[config.mk]
export PLATFORM = sky130hd
export DESIGN_NAME = riscv_trace_capture
export DESIGN_NICKNAME = d
export VERILOG_FILES = /design/src/rtl/riscv_trace_pkg.sv /design/src/rtl/trace_fifo2w1r.sv /design/src/rtl/riscv_trace_capture.sv
export SDC_FILE = /design/constraint.sdc
export NUM_CORES = 2
export LEC_CHECK = 0
export ABC_CLOCK_PERIOD_IN_PS = 12000
export CAP_MARGIN = 5
export CORE_MARGIN = 10
export CORE_UTILIZATION = 30
export DETAILED_ROUTE_END_ITERATION = 8
export HOLD_SLACK_MARGIN = 0.03
export MAX_ROUTING_LAYER = met4
export PLACE_DENSITY = 0.5
export SLEW_MARGIN = 20
export SYNTH_ARGS = -nofsm -noshare
export SYNTH_HDL_FRONTEND = slang
export SYNTH_SLANG_ARGS = --single-unit
[constraint.sdc]
create_clock -name clk -period 12 [get_ports clk]
set_input_delay 2.4 -clock clk [delete_from_list [all_inputs] [get_ports clk]]
set_output_delay 2.4 -clock clk [all_outputs]
set_load 0.02 [all_outputs]
[src/rtl/riscv_trace_pkg.sv]
// Shared types for the RISC-V trace capture block: record type codes, FSM states, header layout.
package riscv_trace_pkg;

  localparam int unsigned IDX_W  = 9;
  localparam int unsigned TYPE_W = 2;

  typedef enum logic [TYPE_W-1:0] {
    TT_REG    = 2'b01,
    TT_MEM_WR = 2'b10,
    TT_MEM_RD = 2'b11
  } trace_type_e;

  typedef enum logic [1:0] {
    ST_IDLE,
    ST_CAPTURE,
    ST_HALTED
  } state_e;

  // Record header sitting between the optional timestamp and the data word.
  typedef struct packed {
    trace_type_e            typ;
    logic [IDX_W-1:0]       idx;
  } trace_hdr_t;

endpackage

[src/rtl/trace_fifo2w1r.sv]
// Dual-push / single-pop register FIFO with a registered head stage; level counts the head too.
module trace_fifo2w1r #(
  parameter  int unsigned W     = 43,
  parameter  int unsigned DEPTH = 16,
  localparam int unsigned AW    = $clog2(DEPTH),
  localparam int unsigned LW    = AW + 1
) (
  input  logic          clk,
  input  logic          rst,
  input  logic          clr,
  input  logic          push0,
  input  logic          push1,
  input  logic [W-1:0]  din0,
  input  logic [W-1:0]  din1,
  input  logic          pop_ready,
  output logic          out_valid,
  output logic [W-1:0]  out_data,
  output logic [LW-1:0] level
);

  logic [W-1:0]  mem_q [DEPTH];
  logic [W-1:0]  mem_d [DEPTH];
  logic [AW-1:0] wr_ptr_q, wr_ptr_d;
  logic [AW-1:0] rd_ptr_q, rd_ptr_d;
  logic [LW-1:0] cnt_q, cnt_d;
  logic          ov_q, ov_d;
  logic [W-1:0]  od_q, od_d;
  logic          pop;
  logic          load;

  // push1 is only ever asserted together with push0; it lands in the slot after push0.
  always_comb begin
    pop      = ov_q && pop_ready;
    load     = (cnt_q != '0) && (!ov_q || pop_ready);
    mem_d    = mem_q;
    if (push0) mem_d[wr_ptr_q] = din0;
    if (push1) mem_d[wr_ptr_q + AW'(1)] = din1;
    wr_ptr_d = wr_ptr_q + AW'(push0) + AW'(push1);
    rd_ptr_d = rd_ptr_q + AW'(load);
    cnt_d    = cnt_q + LW'(push0) + LW'(push1) - LW'(load);
    ov_d     = load || (ov_q && !pop);
    od_d     = load ? mem_q[rd_ptr_q] : od_q;
    if (clr) begin
      wr_ptr_d = '0;
      rd_ptr_d = '0;
      cnt_d    = '0;
      ov_d     = 1'b0;
    end
  end

  always_ff @(posedge clk) begin
    mem_q <= mem_d;
  end

  always_ff @(posedge clk or posedge rst) begin
    if (rst) begin
      wr_ptr_q <= '0;
      rd_ptr_q <= '0;
      cnt_q    <= '0;
      ov_q     <= 1'b0;
      od_q     <= '0;
    end else begin
      wr_ptr_q <= wr_ptr_d;
      rd_ptr_q <= rd_ptr_d;
      cnt_q    <= cnt_d;
      ov_q     <= ov_d;
      od_q     <= od_d;
    end
  end

  assign out_valid = ov_q;
  assign out_data  = od_q;
  assign level     = cnt_q + LW'(ov_q);

endmodule

[src/rtl/riscv_trace_capture.sv]
// Captures RISC-V writeback and data-memory trace events into a buffered valid/ready record stream.
// Optional per-record cycle stamp enabled by defining RISCV_TRACE_TIMESTAMP_EN.
module riscv_trace_capture
  import riscv_trace_pkg::*;
#(
  parameter  int unsigned DATA_W       = 32,
  parameter  int unsigned DEPTH        = 16,
  parameter  int unsigned TS_W         = 16,
  parameter  bit          STOP_ON_FULL = 1'b0,
`ifdef RISCV_TRACE_TIMESTAMP_EN
  localparam int unsigned REC_W        = TS_W + TYPE_W + IDX_W + DATA_W,
`else
  localparam int unsigned REC_W        = TYPE_W + IDX_W + DATA_W,
`endif
  localparam int unsigned LVL_W        = $clog2(DEPTH) + 1
) (
  input  logic              clk,
  input  logic              reset,
  input  logic              trace_en,
  input  logic              trace_clr,
  input  logic              reg_write_sig,
  input  logic [4:0]        reg_num,
  input  logic [DATA_W-1:0] reg_data,
  input  logic              wr,
  input  logic              rd,
  input  logic [IDX_W-1:0]  addr,
  input  logic [DATA_W-1:0] wr_data,
  input  logic [DATA_W-1:0] rd_data,
  output logic              out_valid,
  input  logic              out_ready,
  output logic [REC_W-1:0]  out_record,
  output logic [LVL_W-1:0]  level,
  output logic              overflow,
  output logic [15:0]       drop_count
);

  if (DEPTH < 4 || (DEPTH & (DEPTH - 1)) != 0 || TS_W == 0) begin : g_bad_cfg
    $error("riscv_trace_capture: DEPTH must be a power of two >= 4 and TS_W nonzero");
  end

  state_e            state_q, state_d;
  logic              overflow_q, overflow_d;
  logic [15:0]       drop_count_q, drop_count_d;
  logic              cap, mem_ev, reg_ev;
  logic              push0, push1;
  logic [1:0]        n_ev, n_push, n_drop;
  logic [LVL_W-1:0]  free;
  logic [16:0]       drop_sum;
  trace_hdr_t        mem_hdr, reg_hdr;
  logic [REC_W-1:0]  rec_mem, rec_reg, rec0;

`ifdef RISCV_TRACE_TIMESTAMP_EN
  logic [TS_W-1:0]   ts_q, ts_d;

  always_comb begin
    ts_d = trace_clr ? '0 : ts_q + TS_W'(1);
  end

  always_ff @(posedge clk or posedge reset) begin
    if (reset) ts_q <= '0;
    else       ts_q <= ts_d;
  end
`endif

  // free is taken from the pre-pop level, so a same-cycle pop never makes room.
  always_comb begin
    cap     = (state_q == ST_CAPTURE) && !trace_clr;
    mem_ev  = cap && (wr || rd);
    reg_ev  = cap && reg_write_sig && (reg_num != '0);
    free    = LVL_W'(DEPTH) - level;
    n_ev    = {1'b0, mem_ev} + {1'b0, reg_ev};
    push0   = (n_ev != 2'd0) && (free != '0);
    push1   = (n_ev == 2'd2) && (free >= LVL_W'(2));
    n_push  = {1'b0, push0} + {1'b0, push1};
    n_drop  = n_ev - n_push;

    mem_hdr = '{typ: (wr ? TT_MEM_WR : TT_MEM_RD), idx: addr};
    reg_hdr = '{typ: TT_REG, idx: {4'b0000, reg_num}};
`ifdef RISCV_TRACE_TIMESTAMP_EN
    rec_mem = {ts_q, mem_hdr, (wr ? wr_data : rd_data)};
    rec_reg = {ts_q, reg_hdr, reg_data};
`else
    rec_mem = {mem_hdr, (wr ? wr_data : rd_data)};
    rec_reg = {reg_hdr, reg_data};
`endif
    rec0    = mem_ev ? rec_mem : rec_reg;

    drop_sum     = {1'b0, drop_count_q} + 17'(n_drop);
    drop_count_d = drop_sum[16] ? 16'hFFFF : drop_sum[15:0];
    overflow_d   = overflow_q || (n_drop != 2'd0);

    state_d = state_q;
    case (state_q)
      ST_IDLE:    if (trace_en) state_d = ST_CAPTURE;
      ST_CAPTURE: begin
        if (STOP_ON_FULL && (n_drop != 2'd0)) state_d = ST_HALTED;
        else if (!trace_en)                   state_d = ST_IDLE;
      end
      ST_HALTED:  state_d = ST_HALTED;
      default:    state_d = ST_IDLE;
    endcase

    if (trace_clr) begin
      state_d      = ST_IDLE;
      overflow_d   = 1'b0;
      drop_count_d = '0;
    end
  end

  always_ff @(posedge clk or posedge reset) begin
    if (reset) begin
      state_q      <= ST_IDLE;
      overflow_q   <= 1'b0;
      drop_count_q <= '0;
    end else begin
      state_q      <= state_d;
      overflow_q   <= overflow_d;
      drop_count_q <= drop_count_d;
    end
  end

  trace_fifo2w1r #(
    .W     (REC_W),
    .DEPTH (DEPTH)
  ) u_fifo (
    .clk       (clk),
    .rst       (reset),
    .clr       (trace_clr),
    .push0     (push0),
    .push1     (push1),
    .din0      (rec0),
    .din1      (rec_reg),
    .pop_ready (out_ready),
    .out_valid (out_valid),
    .out_data  (out_record),
    .level     (level)
  );

  assign overflow   = overflow_q;
  assign drop_count = drop_count_q;

endmodule
==> results.cfg <==
[critical_path]
crit_required_ps = 12590
crit_buf_inv = 4
critPathCaptureType = flip-flop
r2r_start = u_fifo.cnt_q[0]
r2r_cells = 18
critPathKind = primary input to flip-flop
rrSetupSlack_ps = 6710
slowest_delay_ps = 560
r2r-end = drop_count[1]
critPathArrivalTime_ps = 7390
critPathLaunchType = primary input
slowest_stage = inv_4
cp_cell_sequence = clkdlybuf4s50_1 -> buf_4 -> nor3b_1 -> o21ai_0 -> inv_4 -> ha_1 -> and2_1 -> fa_1 -> inv_1 -> ha_1 -> fa_1 -> nand4_1 -> nor2_1 -> and3_1 -> nand3_1 -> a21oi_1
crit_family = simple AND/OR/NAND/NOR gates
critPathMaxFanout = 49

[routing]
first_pass_iters = 6
route.detailed.drc = 0
highest_layer = met4
wl_per_cell_um = 24.1
routed_via_density = 4.96
wl_met2_um = 56700
first_iter_violations = 1135
drtAntennaViolNets = 0
met1_length_um = 55700
dr_wl_met3_um = 3420
drt-total-wl_um = 118000
vias = 24200

[synthesis]
postSynthAreaPerCell_um2 = 13.0
synth-seq-cells = 764
seq_area_frac_synth = 0.397
synthCells = 3039
ys.warnings.count = 0
yosys.area.top_type = dfxtp_1
synth_fp_nets = 3182
synth_edf_count = 0
synth_top_cell_area_share = 0.349
yosysUniqueCellTypes = 51
synthArstFlopShare = 0.0995
synthTopCellsByArea = dfxtp_1, mux2_2, mux4_2, dfrtp_1, mux2i_1
synth_area_mm2 = 0.0395
ys.flop_type = dfxtp_1

[timing]
max_slew_margin = 0.233
fin_crit_ps = 6800
fin_worst_skew_ps = 24.0
grt_setup_unrepaired = false
max_freq_mhz = 147
slew_violations = 0
hold_viol = 0
timing.final.ws_setup_ps = 5200
fin_crit_sh = 0.567
setup_viol = 0
tightest_slew_ps = 1140
finalSetupTns_ps = 0

[floorplanning]
rows = 133
coreArea_mm2 = 0.131
initial_core_util = 0.301
fp.dieW_um = 383
design.die.area_mm2 = 0.147
die_h_um = 383
ios = 184

[pwr]
power_density_mw_per_mm2 = 167
p_leak_nw = 18.4
ir_drop_v = 0.000191
p_total_mw = 7.65

[clock_tree]
cts_max_level = 3
cts_root_buffer = clkbuf_16
cts_sinks = 764
cts_buffers = 89
cts_resized = 0
clock_path_buffers = 3
postCtsSetupBuffers = 0
clkTransAtPathRegs_ps = 60
cts_tree = yes
clk_latency_ps = 680
ctsHoldBuffers = 0

[global_route]
grt_pass1_wl_um = 176000
antenna_found_initial = 2
grt_pass1_vias = 25100
grt_remaining_overflow = 0
grt_max_degree = 129
grt.total_usage = 0.163

[placed_design]
dp_hpwl_um = 67700
placed_area_mm2 = 0.0428
portBuffers = 183
dp_worst_setup_slack_ps = 4450
gp_congestion = 0.718

[final_layout]
design_area_mm2 = 0.0458
antenna_cells = 0
mostFrequentLayoutCells = mux2_2, dfxtp_1, mux4_2, clkdlybuf4s50_1
area_growth_pct = 15.9
layout_commonest_cell = mux2_2
nets = 3201
drive_above_1_share = 0.523

[status]
status = complete, no violations

[hold_path]
min_path_type = flip-flop to flip-flop
whs_endpoint = state_q[1]
holdCritStartpoint = state_q[0]
min_path_cells = 1

[run]
drv_cap = 0
==> cell families after synthesis <==
group / count (synthesis) / share of synthesized area
simple gates: 254 / 0.0292
mux: 1577 / 0.507
flops: 764 / 0.397
fa+ha+maj: 25 / 0.00887
xor+xnor: 19 / 0.00421
compound gates: 81 / 0.0164
buf+inv: 319 / 0.0374
==> where the power goes <==
| part | internal [mW] | switching [mW] |
|---|---|---|
| clock network | 1.55 | 1.16 |
| registers | 2.78 | 0.199 |
| logic | 0.982 | 0.972 |
==> area by class of cell <==
| class | instances | area [µm²] |
|---|---|---|
| Clock buffer | 135 | 2600 |
| Clock inverter | 29 | 297 |
| Fill cell | 12900 | 85400 |
| Inverter | 18 | 72.6 |
| Multi-Input combinational cell | 1956 | 22700 |
| Sequential cell | 764 | 15700 |
| Tap cell | 1755 | 2200 |
| Timing Repair Buffer | 229 | 2190 |
==> registers in the layout, indices dropped and copies added, names as in the netlist <==
signal,flops
u_fifo.mem_q,688
u_fifo.out_data,43
u_fifo.rd_ptr_q,4
u_fifo.out_valid,1
u_fifo.wr_ptr_q,4
overflow,1
state_q,2
u_fifo.cnt_q,5
drop_count,16
==> cells in the mapped netlist, types with 2 or more instances <==
library cell and number:
mux2_2 1167, dfxtp_1 688, mux4_2 215, clkbuf_1 144, mux2i_1 129, nor2_1 129, buf_2 105, dfrtp_1 76
mux2_1 66, a21oi_1 50, nand3_1 34, nand2_1 25, buf_1 23, ha_1 20, nor3_1 20, buf_4 19
inv_1 17, xnor2_1 11, nor2b_1 10, buf_6 9, a2111oi_4 8, a21oi_2 8, xor2_1 8, and2_1 5
and3_1 5, fa_1 5, nand2b_1 5, nor3b_1 5, o21ai_0 4, nand4_1 3, or2_2 3, a21o_1 2
or2_0 2, or3_1 2
==> metal layers <==
layer / global-route usage / vias up
met1: 0.216 / 12400
li1: - / 11300
met4: 0.0324 / 0
met5: - / -
met3: 0.0200 / 138
met2: 0.267 / 362
==> worst max path at each step <==
stage	depth (start not counted)	end	startpoint
finish	16	drop_count[1]	trace_clr
global route	16	drop_count[1]	trace_clr
CTS	9	u_fifo.mem_q[577]	trace_clr
detailed placement	16	drop_count[1]	trace_clr
global placement	16	drop_count[0]	trace_clr
floorplan	20	drop_count[13]	trace_clr
==> through the flow <==
step / instances / util / hold WS [ps]
5_1_grt: 4886 / 0.349 / 469
4_1_cts: 4886 / 0.349 / 446
3_5_place_dp: 4722 / 0.326 / 438
3_3_place_gp: 4720 / 0.326 / 438
2_1_floorplan: 3039 / - / 400
6_report: 4886 / 0.349 / 437
(Power assumes the default switching activity.)
